`config.mk`:
```
export PLATFORM = sky130hd
export DESIGN_NAME = unidade_controle_rodadas
export DESIGN_NICKNAME = d
export VERILOG_FILES = /design/src/rtl/unidade_controle_rodadas.sv
export SDC_FILE = /design/constraint.sdc
export NUM_CORES = 1
export LEC_CHECK = 0
export BUFFER_PORTS_ARGS = -buffer_cell sky130_fd_sc_hd__buf_2
export CAP_MARGIN = 5
export CORE_ASPECT_RATIO = 2
export CORE_MARGIN = 5
export CORE_UTILIZATION = 56
export CTS_BUF_LIST = sky130_fd_sc_hd__clkbuf_4 sky130_fd_sc_hd__clkbuf_8 sky130_fd_sc_hd__clkbuf_16
export CTS_CLUSTER_DIAMETER = 120
export CTS_CLUSTER_SIZE = 8
export DETAILED_ROUTE_END_ITERATION = 8
export HOLD_SLACK_MARGIN = 0.03
export PLACE_DENSITY = 0.79
export SLEW_MARGIN = 15
export SYNTH_ARGS = -nofsm -noshare
export SYNTH_HDL_FRONTEND = slang
export SYNTH_SLANG_ARGS = --single-unit
```
`constraint.sdc`:
```
create_clock -name i_clock -period 2.6 [get_ports i_clock]
set_input_delay 0.52 -clock i_clock [delete_from_list [all_inputs] [get_ports i_clock]]
set_output_delay 0.52 -clock i_clock [all_outputs]
set_load 0.005 [all_outputs]
```
`src/rtl/unidade_controle_rodadas.sv`:
```
`default_nettype none
// ============================================================================
// Module   : unidade_controle_rodadas
// Purpose  : Control unit for the sequence-memory game with progressive
//            rounds. In round k+1 the player repeats positions 0..k of the
//            stored sequence. The unit owns the address, round and play-timeout
//            counters and drives the datapath with Moore outputs.
// Ports    : i_clock, i_reset (async, active-high)
//            i_iniciar      start/restart (only in inicial and final states)
//            i_jogada       one-cycle play pulse (only in espera_jogada)
//            i_igual        comparator result (only in compara_jogada)
//            i_modo_timeout enables the per-play timeout
//            o_zeraR, o_registraR    play-register control
//            o_endereco, o_rodada    position within round / round index
//            o_acertou, o_errou, o_timeout, o_pronto   result flags
//            o_db_estado             debug state code (C = illegal state)
// Revision : 1.0 - initial release
// ============================================================================
module unidade_controle_rodadas #(
    parameter int N_RODADAS = 16,
    parameter int TIMEOUT   = 3000,
    localparam int W        = $clog2(N_RODADAS)
) (
    input  logic         i_clock,
    input  logic         i_reset,
    input  logic         i_iniciar,
    input  logic         i_jogada,
    input  logic         i_igual,
    input  logic         i_modo_timeout,
    output logic         o_zeraR,
    output logic         o_registraR,
    output logic [W-1:0] o_endereco,
    output logic [W-1:0] o_rodada,
    output logic         o_acertou,
    output logic         o_errou,
    output logic         o_timeout,
    output logic         o_pronto,
    output logic [3:0]   o_db_estado
);

    localparam int            TW        = $clog2(TIMEOUT + 1);
    localparam logic [W-1:0]  c_ULTIMA  = W'(N_RODADAS - 1);
    localparam logic [TW-1:0] c_TMAX    = TW'(TIMEOUT - 1);

    typedef enum logic [3:0] {
        S_INICIAL         = 4'h0,
        S_PREPARACAO      = 4'h1,
        S_INICIA_RODADA   = 4'h2,
        S_ESPERA_JOGADA   = 4'h3,
        S_REGISTRA_JOGADA = 4'h4,
        S_COMPARA_JOGADA  = 4'h5,
        S_PROXIMA_JOGADA  = 4'h6,
        S_PROXIMA_RODADA  = 4'h7,
        S_FINAL_TIMEOUT   = 4'hD,
        S_FINAL_ACERTOU   = 4'hE,
        S_FINAL_ERROU     = 4'hF
    } estado_t;

    estado_t       r_estado;
    estado_t       w_proximo;
    logic [W-1:0]  r_endereco;
    logic [W-1:0]  r_rodada;
    logic [TW-1:0] r_timer;
    logic [3:0]    w_db_estado;

    // State register
    always_ff @(posedge i_clock or posedge i_reset) begin
        if (i_reset) begin
            r_estado <= S_INICIAL;
        end else begin
            r_estado <= w_proximo;
        end
    end

    // Next-state logic
    always_comb begin
        w_proximo = S_INICIAL;
        case (r_estado)
            S_INICIAL:         w_proximo = i_iniciar ? S_PREPARACAO : S_INICIAL;
            S_PREPARACAO:      w_proximo = S_INICIA_RODADA;
            S_INICIA_RODADA:   w_proximo = S_ESPERA_JOGADA;
            S_ESPERA_JOGADA: begin
                // A play arriving on the last waiting cycle still counts.
                if (i_jogada)
                    w_proximo = S_REGISTRA_JOGADA;
                else if (i_modo_timeout && (r_timer == c_TMAX))
                    w_proximo = S_FINAL_TIMEOUT;
                else
                    w_proximo = S_ESPERA_JOGADA;
            end
            S_REGISTRA_JOGADA: w_proximo = S_COMPARA_JOGADA;
            S_COMPARA_JOGADA: begin
                if (!i_igual)
                    w_proximo = S_FINAL_ERROU;
                else if ((r_endereco == r_rodada) && (r_rodada == c_ULTIMA))
                    w_proximo = S_FINAL_ACERTOU;
                else if (r_endereco == r_rodada)
                    w_proximo = S_PROXIMA_RODADA;
                else
                    w_proximo = S_PROXIMA_JOGADA;
            end
            S_PROXIMA_JOGADA:  w_proximo = S_ESPERA_JOGADA;
            S_PROXIMA_RODADA:  w_proximo = S_INICIA_RODADA;
            S_FINAL_TIMEOUT,
            S_FINAL_ACERTOU,
            S_FINAL_ERROU:     w_proximo = i_iniciar ? S_PREPARACAO : r_estado;
            default:           w_proximo = S_INICIAL;
        endcase
    end

    // Counters change on the edge that leaves the state named in the case.
    always_ff @(posedge i_clock or posedge i_reset) begin
        if (i_reset) begin
            r_endereco <= '0;
            r_rodada   <= '0;
            r_timer    <= '0;
        end else begin
            case (r_estado)
                S_PREPARACAO: begin
                    r_endereco <= '0;
                    r_rodada   <= '0;
                    r_timer    <= '0;
                end
                S_INICIA_RODADA: begin
                    r_endereco <= '0;
                    r_timer    <= '0;
                end
                S_PROXIMA_JOGADA: begin
                    r_endereco <= r_endereco + W'(1);
                    r_timer    <= '0;
                end
                S_PROXIMA_RODADA: begin
                    r_rodada <= r_rodada + W'(1);
                end
                S_ESPERA_JOGADA: begin
                    // Saturate so a disabled timeout never wraps the timer.
                    if (r_timer != c_TMAX)
                        r_timer <= r_timer + TW'(1);
                end
                default: begin
                end
            endcase
        end
    end

    // Debug code: an illegal encoding reads as C for its single cycle.
    always_comb begin
        w_db_estado = 4'hC;
        case (r_estado)
            S_INICIAL, S_PREPARACAO, S_INICIA_RODADA, S_ESPERA_JOGADA,
            S_REGISTRA_JOGADA, S_COMPARA_JOGADA, S_PROXIMA_JOGADA,
            S_PROXIMA_RODADA, S_FINAL_TIMEOUT, S_FINAL_ACERTOU,
            S_FINAL_ERROU:     w_db_estado = r_estado;
            default:           w_db_estado = 4'hC;
        endcase
    end

    assign o_zeraR     = (r_estado == S_INICIAL) || (r_estado == S_PREPARACAO);
    assign o_registraR = (r_estado == S_REGISTRA_JOGADA);
    assign o_acertou   = (r_estado == S_FINAL_ACERTOU);
    assign o_errou     = (r_estado == S_FINAL_ERROU);
    assign o_timeout   = (r_estado == S_FINAL_TIMEOUT);
    assign o_pronto    = o_acertou || o_errou || o_timeout;
    assign o_endereco  = r_endereco;
    assign o_rodada    = r_rodada;
    assign o_db_estado = w_db_estado;

endmodule
`default_nettype wire

```
Yosys cells after proc, flatten, opt, wreduce, memory -nomap -nowiden
Cells that the tools add are included.
- register bits after elaboration: 24
- input port bits: 6
- output and inout port bits: 18
- word-level logic and storage cells: 52
- add/subtract/negate cells: 3
- equal/unequal tests: 16
- mux-type cells: 13
- reduce and logical (&&, ||, !) cells: 16
- operator list (kind ; count):
    one-hot mux 4 bit (7 select lines) ; 1
    2-to-1 mux 4 bit ; 6
    one-hot mux 12 bit (2 select lines) ; 1
    equality test 4 x 3 -> 1 bit (second input constant) ; 4
    equality test 4 bit (second input constant) ; 4
    one-hot mux 4 bit (2 select lines) ; 2
    adder 12 x 1 -> 12 bit (second input constant) ; 1
    equality test 12 bit (second input constant) ; 1
    2-to-1 mux 12 bit ; 1
    inequality test 12 bit (second input constant) ; 1
    OR reduction 11 bit ; 1
    adder 4 x 1 -> 4 bit (second input constant) ; 2
    equality test 4 x 2 -> 1 bit (second input constant) ; 2
    nonzero test 2 bit ; 3
    OR reduction 2 bit ; 3
    OR reduction 3 bit ; 2
    equality test 4 x 1 -> 1 bit (second input constant) ; 1
    equality test 4 bit ; 1
    zero test 4 bit ; 1
    inequality test 2 bit (second input constant) ; 2
    logical OR 1 bit ; 3
    logical AND 1 bit ; 2
    2-to-1 mux 1 bit ; 2
    AND reduction 2 bit ; 1

Logic depth before layout (Yosys ltp)
Gate-level depths: netlist of the first run.
- word-level depth: 5
- depth in mapped cells: 7
- depth with buffers taken out: 6

Worst setup path before layout of the first run
Ideal clock, no wire load.
- path type: register to register
- start: register r_timer[3]
- end: register r_timer[6]
- library setup time: 0.134 ns
- arrival time: 1.777 ns
- required time: 2.466 ns
- slack: 0.689 ns
- cell stages (with the launch flop): 7
- path buffers: 1
- period minus slack after synthesis: 1.911 ns
- cells stage by stage: dfrtp_1 or4b_4 or4_1 buf_2 nand4_1 xor2_1 nor2_1
- cells in the longest elaborated chain, start to end: 3
- elaborated cells between the ends (all ways): 6
- those cells by class: add/sub: 1; eq/ne: 2; mux: 2; reduce/logical: 1
- RTL lines (what ; RTL line ; source):
    start: declaration ; 63 ; logic [TW-1:0] r_timer;
    start signal: assignment ; 138 ; r_timer <= r_timer + TW'(1);
    adder 12 x 1 -> 12 bit or inequality test 12 bit (tied branches) ; 138, 137 ;
    2-to-1 mux 12 bit or inequality test 2 bit (tied branches) ; -- ;
    one-hot mux 12 bit (2 select lines) or AND reduction 2 bit (tied branches) ; -- ;
Parallel ways exist; a longest one is shown, timed or not. The select of a mux whose other input is x is not followed.
A chain may end at the register's enable or synchronous reset.

Final worst setup path of the first run
- start: register r_timer[0]
- end: register r_timer[10]
The elaborated chain is that of the path after synthesis.

==> impl_metrics.py, run 1 <==
metrics = {
    "drt": {
        "drc_errors": 0,
        "viasPerCell": 6.598,
        "dr.pass1.iters": 4,
        "drt_iter0_drc": 38,
        "routedWlPerCell_um": 17.64,
        "vias": 1544,
        "wirelength_mm": 4.128,
        "ant_nets": 0,
    },
    "sta": {
        "finalCritPeriodShare_pct": 83.22,
        "setup_viol": 0,
        "max_clock_freq_mhz": 462.2,
        "fin_crit_ns": 2.164,
        "timing.setup.tns_ns": 0,
        "grt_setup_unrepaired": "false",
        "skew_ns": 0.004558,
        "finalHoldViolations": 0,
        "relSlewSlack_pct": 37.57,
        "tightest_slew_ns": 0.9354,
        "slew_violations": 0,
    },
    "cells_and_area": {
        "area_growth_pct": 12.39,
        "final_common_cell": "dfrtp_1",
        "register_area_um2": 600.6,
        "fin_cells": 234,
        "drive_gt1_share_pct": 19.02,
        "mostFrequentLayoutCells": "dfrtp_1, nand2_1, buf_2, nor2_1, o21ai_0",
        "fin_nets": 215,
        "nFillCells": 224,
        "multi_input_area_um2": 917.1,
        "diodes": 0,
        "utilization_pct": 65.52,
    },
    "synthesis": {
        "syn-num-nets": 196,
        "synth_simple_gate_area_share_pct": 28.16,
        "synth.area.mux_share_pct": 2.510,
        "seq_area_frac_synth_pct": 37.65,
        "synthAdderAreaFrac_pct": 2.353,
        "synthFlopType": "dfrtp_1",
        "synth.avg_cell_area_um2": 8.531,
        "synthArstFlopShare_pct": 100.0,
        "yosys_warnings": 0,
        "synth_compound_area_share_pct": 19.53,
        "synth_edf_count": 0,
        "ys_seq_elements": 24,
        "synth_top_family_by_area": "simple AND/OR/NAND/NOR gates",
        "synth-xor-area-share_pct": 4.941,
        "syn_inst": 187,
        "netlist_area_um2": 1595,
        "yosys.cell_types.count": 46,
    },
    "placement": {
        "port_buffers": 23,
        "post-place-cells": 230,
        "place.gp.congestion": 0.9086,
        "dp_hpwl_mm": 3.079,
    },
    "worst_setup_path": {
        "start_kind": "flip-flop",
        "required_ns": 2.76,
        "cp.arrival_ns": 2.32,
        "endpoint_kind": "flip-flop",
        "r2r_cells": 6,
        "cp_max_fo": 6,
        "crit_type": "reg2reg",
    },
    "power_and_ir_drop": {
        "pwr-share-comb_pct": 48.5,
        "p_leak_nw": 0.8208,
        "power_density_nw_per_um2": 997.0,
        "p_total_w": 0.001788,
        "p_sw_w": 0.0007776,
        "p_clk_share_pct": 18.6,
        "power_frac_seq_pct": 32.9,
        "switching_share_pct": 43.50,
        "peakVddDrop_uv": 719.7,
        "intPower_w": 0.001010,
    },
    "global_route": {
        "grt_max_degree": 25,
        "grt_pass1_wl_mm": 6.934,
        "antenna_found_initial": 0,
        "grt_overflow_total": 0,
        "grtUsageTotal_pct": 23.11,
        "grt_pass1_vias": 1525,
    },
    "floorplanning": {
        "dieHeight_um": 85.48,
        "core_um2": 2736,
        "initial_core_util_pct": 58.30,
        "die-width_um": 47.74,
        "num_rows": 27,
        "ios": 24,
        "dieArea_um2": 4081,
    },
    "cts": {
        "cts_setup_buffers": 0,
        "clockBufferDepth": 2,
        "post_cts_resize_count": 0,
        "htree_levels": 1,
        "clk_latency_ns": 0.28,
        "cts_root_buf": "clkbuf_8",
        "cts.sinks": 24,
        "cts_made_buffers": 3,
        "tritoncts": "yes",
        "clk_pin_slew_worst_paths_ns": 0.09,
        "ctsHoldBuffers": 0,
    },
    "run": {
        "maxCapViolCount": 0,
    },
    "outcome": {
        "outcome": "complete, no violations",
    },
    "min_path": {
        "hold_class": "in2async",
    },
}
-- power groups by stage --
stage	Clock, W	Combinational [W]	Sequential [W]
floorplan	0	0.000669	0.000513
global placement	0	0.000818	0.000579
detailed placement	0	0.000863	0.000589
CTS	0.000336	0.000865	0.000583
global route	0.000355	0.000964	0.000604
finish	0.000332	0.000867	0.000588
-- final timing paths --
kind / start / endpoint / slack [ns]
setup / recovery: r_timer[0] / r_timer[10] / 0.44
hold / removal: i_reset / r_timer[11] / 0.44
setup reg to reg: r_timer[0] / r_timer[10] / 0.44
hold reg to reg: r_timer[11] / r_timer[11] / 0.49
max in group asynchronous: i_reset / r_timer[7] / 1.59
min in group i_clock: r_timer[11] / r_timer[11] / 0.49
-- cells in the mapped netlist, types with 2 or more instances --
| library cell | n | area share [%] |
|---|---|---|
| a21oi_2 | 2 | 1.1 |
| clkbuf_1 | 8 | 1.9 |
| a21o_1 | 2 | 0.94 |
| dfrtp_1 | 24 | 38 |
| and2_1 | 2 | 0.78 |
| buf_1 | 2 | 0.47 |
| nand2_1 | 23 | 5.4 |
| nand2b_1 | 5 | 2.0 |
| xor2_1 | 2 | 1.1 |
| o31ai_1 | 2 | 0.94 |
| nand4_1 | 5 | 2.0 |
| nor3b_1 | 2 | 0.94 |
| nand3_1 | 9 | 2.8 |
| mux2i_1 | 4 | 2.5 |
| nor4_1 | 2 | 0.78 |
| nor2b_1 | 2 | 0.78 |
| or3_1 | 2 | 0.78 |
| xnor2_1 | 7 | 3.8 |
| nor3_1 | 8 | 2.5 |
| o41ai_1 | 2 | 1.1 |
| nor2_1 | 13 | 3.1 |
| ha_1 | 3 | 2.4 |
| o21ai_0 | 12 | 3.8 |
| inv_1 | 8 | 1.9 |
| o21bai_1 | 2 | 0.94 |
| a22o_1 | 8 | 4.4 |
| o21ai_1 | 3 | 0.94 |
| buf_2 | 2 | 0.63 |
| a21oi_1 | 4 | 1.3 |
-- worst max-delay path, cell delays in order, from the launching register on --
cell,delay (ns)
dfrtp_1,0.42
ha_1,0.24
nand4_1,0.22
or4_1,0.71
a21oi_4,0.24
o21ai_0,0.13
o41ai_1,0.09
-- logic make-up (layout without fill, tap and decap cells) --
family,after synthesis,count (layout)
flip-flops,24,24
AND/OR/NAND/NOR,83,83
adder cells (fa/ha/maj),3,3
multiplexers,4,4
buffers and inverters,20,38
XOR/XNOR,9,9
AO/OA/AOI/OAI,44,44
-- through the flow --
| stage | setup WS, ns | area, um^2 | hold WS [ns] |
|---|---|---|---|
| 3_3_place_gp | 0.5432 | 1722 | 0.4851 |
| 2_1_floorplan | 0.6890 | 1595 | 0.4383 |
| 5_1_grt | 0.3302 | 1793 | 0.5288 |
| 6_report | 0.4363 | 1793 | 0.4382 |
| 4_1_cts | 0.4890 | 1793 | 0.4764 |
| 3_5_place_dp | 0.5108 | 1722 | 0.4880 |
-- sequential cells by signal, indices dropped and copies added, names as in the netlist --
register and flops:
r_timer 12, r_estado 4, o_rodada 4, o_endereco 4
-- metal layers --
layer	global-route usage, %	vias to the layer above	share of wire, %
met1	25.91	755	36
met5	0	-	0
met2	39.32	64	56
li1	-	712	-
met3	2.760	13	4.1
met4	12.25	0	3.5
-- cell type report --
| class | count | share of cell area (%) |
|---|---|---|
| Multi-Input combinational cell | 143 | 51.15 |
| Timing Repair Buffer | 26 | 7.676 |
| Inverter | 8 | 1.675 |
| Clock buffer | 3 | 2.303 |
| Sequential cell | 24 | 33.50 |
| Tap cell | 29 | 2.024 |
| Clock inverter | 1 | 1.675 |
No activity file was read; power rests on OpenSTA's default activity.
==> inputs of run 2 (changes only) <==
ABC_AREA = 1   (was not set)
clock period = 2.1 ns   (was 2.6 ns; I/O delays follow)
==> run 2 against run 1 <==
  * Routed wire length decreased by 15%
  * Global-route usage decreased by 2.6 points
  * Combinational power decreased by 3.7%
  * Die area fell by 3.2%
  * First-iteration DRC count down 2.6%
  * Non-clock buffer count down 2
  * Final cell count increased by 15%
  * Via count fell by 6.2%
  * Cell area fell by 3.5%
  * Register-to-register slack improved by 0.06 ns
==> impl_metrics.py, run 2 <==
metrics = {
    "power_and_ir_drop": {
        "power_density_nw_per_um2": 995.6,
        "peakVddDrop_uv": 534.9,
        "intPower_w": 0.0009491,
        "switching_share_pct": 44.91,
        "p_clk_share_pct": 15.8,
        "power_frac_seq_pct": 35.7,
        "p_sw_w": 0.0007736,
        "p_leak_nw": 0.9098,
        "pwr-share-comb_pct": 48.5,
    },
    "cts": {
        "cts.sinks": 24,
        "tritoncts": "yes",
        "clk_latency_ns": 0.27,
        "ctsHoldBuffers": 0,
        "cts_root_buf": "clkbuf_8",
        "cts_setup_buffers": 0,
        "clockBufferDepth": 2,
        "post_cts_resize_count": 0,
        "clk_pin_slew_worst_paths_ns": 0.08,
        "cts_made_buffers": 3,
        "htree_levels": 1,
    },
    "cells_and_area": {
        "nFillCells": 266,
        "diodes": 0,
        "fin_nets": 250,
        "largest-register": "r_timer",
        "largest_register_ff_count": 12,
        "utilization_pct": 64.03,
        "drive_gt1_share_pct": 18.83,
        "area_growth_pct": 12.71,
        "final_common_cell": "nand2_1",
        "mostFrequentLayoutCells": "nand2_1, inv_1, dfrtp_1, buf_2, nor2_1",
    },
    "worst_setup_path": {
        "regToRegSetupSlack_ns": 0.50,
        "cp.arrival_ns": 1.39,
        "endpoint_kind": "output port",
        "crit_type": "reg2out",
        "start_kind": "flip-flop",
        "cp_max_fo": 7,
        "required_ns": 1.68,
    },
    "run": {
        "maxCapViolCount": 0,
    },
    "sta": {
        "grt_setup_unrepaired": "false",
        "finalHoldViolations": 0,
        "slew_violations": 0,
        "tightest_slew_ns": 0.3068,
        "max_clock_freq_mhz": 552.5,
        "setup_viol": 0,
        "skew_ns": 0.002270,
        "finalCritPeriodShare_pct": 86.18,
        "timing.setup.tns_ns": 0,
        "fin_crit_ns": 1.810,
        "relSlewSlack_pct": 79.55,
        "fin_hold_ws_ns": 0.1809,
    },
    "synthesis": {
        "post-synth-top-count-cell": "nand2_1",
        "seq_area_frac_synth_pct": 39.12,
        "synthArstFlopShare_pct": 100.0,
        "ys_seq_elements": 24,
        "yosys_warnings": 0,
        "synth_top_area_share_pct": 39.12,
        "synth_area_leader_cell": "dfrtp_1",
        "synthFlopType": "dfrtp_1",
        "syn-num-nets": 222,
        "netlist_area_um2": 1535,
        "yosys-top-cells-area": "dfrtp_1, nand2_1, inv_1",
        "yosys-top-cells-count": "nand2_1, inv_1, dfrtp_1, nor2_1, nand3_1",
        "synth_edf_count": 0,
        "syn_inst": 213,
        "synth.avg_cell_area_um2": 7.208,
        "yosys.cell_types.count": 29,
    },
    "global_route": {
        "met3_usage_pct": 1.728,
        "grt_max_degree": 25,
        "grt_pass1_wl_mm": 6.009,
        "grt.busiest_layer": "met2",
        "grt_overflow_total": 0,
        "grtUsageTotal_pct": 20.46,
        "grtUsageMet1_pct": 21.35,
        "met2_usage_pct": 37.55,
        "grt_pass1_vias": 1441,
        "antenna_found_initial": 0,
    },
    "drt": {
        "wirelength_mm": 3.509,
        "routedWlPerCell_um": 13.09,
        "vias": 1449,
        "drc_errors": 0,
        "drt_iter0_drc": 37,
        "viasPerCell": 5.407,
        "dr.pass1.iters": 4,
        "ant_nets": 0,
    },
    "floorplanning": {
        "core_um2": 2703,
        "ios": 24,
        "die-width_um": 47.03,
        "num_rows": 27,
        "dieHeight_um": 84.05,
        "dieArea_um2": 3952,
        "initial_core_util_pct": 56.81,
    },
    "placement": {
        "place.gp.congestion": 0.8680,
        "dp_hpwl_mm": 2.846,
        "port_buffers": 23,
    },
    "min_path": {
        "hold_class": "in2async",
    },
    "outcome": {
        "outcome": "complete, no violations",
    },
}
run 2: cell count changes after synthesis, moves of 7 or more:
| cell | change |
|---|---|
| nor2_1 | +9 |
| xnor2_1 | -7 |
| inv_1 | +22 |
| nor3_1 | -7 |
| clkbuf_1 | -8 |
| nand2_1 | +37 |
| a22o_1 | -8 |
run 2: cells by family (layout without fill, tap and decap cells):
kind of cell | Yosys count | count (layout) | synth area share [%]
AOI/OAI and AO/OA | 33 | 33 | 13.04
adders and majority gates | 3 | 3 | 2.445
xor gates and xnor gates | 3 | 3 | 1.712
buffers and inverters | 34 | 60 | 8.394
and+or+nand+nor | 116 | 116 | 35.29
DFF | 24 | 24 | 39.12
run 2: final timing paths:
kind,cells past startpoint,from,end
worst min-delay path,3,i_reset,o_endereco[1]
max in group asynchronous,3,i_reset,r_estado[2]
worst max register to register,7,r_timer[0],r_timer[6]
worst max-delay path,5,r_estado[1],o_db_estado[1]
min in group i_clock,3,i_jogada,r_estado[2]
worst min register to register,2,r_timer[1],r_timer[1]
run 2: power by group through the flow:
stage | clock network [W] | logic [W] | registers (W)
2_1_floorplan | 0 | 0.000619 | 0.000612
3_3_place_gp | 0 | 0.000825 | 0.000621
3_5_place_dp | 0 | 0.000843 | 0.000626
4_1_cts | 0.000273 | 0.000850 | 0.000617
5_1_grt | 0.000288 | 0.000953 | 0.000630
6_report | 0.000272 | 0.000835 | 0.000616
run 2: area by class of cell:
type	count	area [um^2]	share of cell area, %
multi-input combinational	155	805.8	46.57
inverter	33	123.9	7.158
timing repair buffer	24	122.6	7.086
sequential	24	600.6	34.71
clock buffer	3	41.29	2.386
tap	29	36.28	2.097
run 2: metrics by stage:
| stage | cells | total power, W | worst slack, ns | instance area, um^2 |
|---|---|---|---|---|
| 6_report | 268 | 0.001723 | 0.2902 | 1730 |
| 5_1_grt | 268 | 0.001871 | 0.1159 | 1730 |
| 4_1_cts | 268 | 0.001740 | 0.2764 | 1730 |
| 3_5_place_dp | 265 | 0.001469 | 0.5211 | 1689 |
| 3_3_place_gp | 265 | 0.001447 | 0.5698 | 1689 |
| 2_1_floorplan | 213 | 0.001231 | 0.7006 | 1535 |
run 2: layer usage:
| metal | up-vias | share of wire [%] |
|---|---|---|
| li1 | 741 | - |
| met5 | - | 0 |
| met2 | 20 | 59 |
| met3 | 9 | 2.7 |
| met4 | 0 | 2.6 |
| met1 | 679 | 35 |
run 2: worst max-delay path, cell delays in order (launching register included):
cell	delay, ns
dfrtp_1	0.47
nor2_1	0.21
inv_1	0.08
a21oi_1	0.19
nor2_1	0.06
buf_2	0.12
==> inputs of run 3 (changes only) <==
CORE_UTILIZATION = 28   (was 56)
PLACE_DENSITY = not set   (was 0.79)
==> run 3 against run 2 <==
  * Utilization down 31 points
  * Total power down 0.12%
  * Non-clock buffer count unchanged
  * Count of clock-buffer cells in the layout unchanged
  * Flip-flop and latch count unchanged
  * Via count up 0.97%
  * Highest routed layer unchanged
  * Combinational power up 0.5%
  * Largest power group unchanged
  * Clock skew down 0.00075 ns
  * Final cell count up 12%
  * Die area up 81%
  * Hold slack better by 0.0087 ns
==> impl_metrics.py, run 3 (same netlist as run 2, synthesis figures left out) <==
metrics = {
    "sta": {
        "max_clock_freq_mhz": 547.9,
        "slew_violations": 0,
        "grt_setup_unrepaired": "false",
        "fin_hold_ws_ns": 0.1896,
        "skew_ns": 0.001517,
        "setup_viol": 0,
        "tightest_slew_ns": 0.3322,
        "relSlewSlack_pct": 77.85,
        "fin_crit_ns": 1.825,
        "finalHoldViolations": 0,
        "timing.setup.tns_ns": 0,
        "finalCritPeriodShare_pct": 86.90,
    },
    "global_route": {
        "grt_overflow_total": 0,
        "grt_max_degree": 25,
        "antenna_found_initial": 0,
        "grt_pass1_wl_mm": 6.320,
        "grtUsageTotal_pct": 11.06,
        "grt_pass1_vias": 1438,
    },
    "run": {
        "maxCapViolCount": 0,
    },
    "cts": {
        "post_cts_resize_count": 0,
        "clk_latency_ns": 0.26,
        "cts_setup_buffers": 0,
        "clk_pin_slew_worst_paths_ns": 0.08,
        "htree_levels": 1,
        "cts_made_buffers": 3,
        "tritoncts": "yes",
        "cts.sinks": 24,
        "cts_root_buf": "clkbuf_8",
        "ctsHoldBuffers": 0,
        "clockBufferDepth": 2,
    },
    "cells_and_area": {
        "drive_gt1_share_pct": 18.83,
        "largest-register": "r_timer",
        "diodes": 0,
        "fin_nets": 250,
        "final_common_cell": "nand2_1",
        "area_growth_pct": 15.24,
        "mostFrequentLayoutCells": "nand2_1, inv_1, dfrtp_1, buf_2, nor2_1",
        "largest_register_ff_count": 12,
        "nFillCells": 599,
    },
    "min_path": {
        "hold_class": "in2async",
    },
    "drt": {
        "wirelength_mm": 3.815,
        "dr.pass1.iters": 4,
        "viasPerCell": 4.893,
        "vias": 1463,
        "routedWlPerCell_um": 12.76,
        "drc_errors": 0,
        "drt_iter0_drc": 103,
        "ant_nets": 0,
    },
    "worst_setup_path": {
        "cp.arrival_ns": 1.40,
        "start_kind": "flip-flop",
        "endpoint_kind": "output port",
        "required_ns": 1.68,
        "crit_type": "reg2out",
        "cp_max_fo": 7,
    },
    "placement": {
        "dp_hpwl_mm": 3.107,
        "place.gp.congestion": 0.7983,
        "port_buffers": 23,
    },
    "floorplanning": {
        "dieArea_um2": 7154,
        "core_um2": 5373,
        "initial_core_util_pct": 28.57,
        "ios": 24,
        "num_rows": 38,
        "die-width_um": 62.36,
        "dieHeight_um": 114.7,
    },
    "power_and_ir_drop": {
        "peakVddDrop_uv": 880.8,
        "p_total_w": 0.001721,
        "power_density_nw_per_um2": 972.6,
        "p_leak_nw": 0.9098,
    },
    "outcome": {
        "outcome": "complete, no violations",
    },
}
run 3: critical path, stage by stage (launching register included):
cell and delay [ns]:
dfrtp_1 0.46, nor2_1 0.22, inv_1 0.08, a21oi_1 0.20, nor2_1 0.06, buf_2 0.12
run 3: power by group:
group	internal, W	leakage (nW)	switching, W	total [W]
clock	0.000128	0.0216	0.000138	0.000266
combinational	0.000291	0.561	0.000548	0.000839
sequential	0.000529	0.328	0.0000867	0.000615
total	0.000948	0.910	0.000772	0.00172
run 3: through the flow:
stage                     cells  utilization (%)  setup slack, ns  cell area, um^2
after floorplan             213                -           0.7006             1535
after global placement      296            32.16           0.5507             1728
after detailed placement    296            32.16           0.4953             1728
after CTS                   299            32.93           0.2741             1769
after global routing        299            32.93           0.1272             1769
final                       299            32.93           0.2750             1769
run 3: layer usage:
layer / vias to the layer above / part of all wire, % / GRT usage (%)
met4: 0 / 3.9 / 6.374
li1: 743 / - / -
met3: 12 / 4.0 / 2.358
met1: 669 / 33 / 10.03
met2: 39 / 59 / 21.75
met5: - / 0 / 0
run 3: cell type report:
cell class / instances / area (um^2) / share of cell area, %
Multi-Input combinational cell: 155 / 805.8 / 45.54
Sequential cell: 24 / 600.6 / 33.95
Inverter: 33 / 123.9 / 7.001
Timing Repair Buffer: 24 / 122.6 / 6.931
Tap cell: 60 / 75.07 / 4.243
Clock buffer: 3 / 41.29 / 2.334
run 3: final timing paths:
check,start,end,slack (ns),cells after the start
max in group asynchronous,i_reset,r_estado[3],1.66,3
setup / recovery,r_estado[1],o_db_estado[1],0.28,5
min in group i_clock,i_jogada,r_estado[2],0.42,3
setup reg to reg,r_timer[0],r_timer[6],0.50,7
hold reg to reg,r_timer[0],r_timer[0],0.52,1
hold / removal,i_reset,o_endereco[0],0.19,3
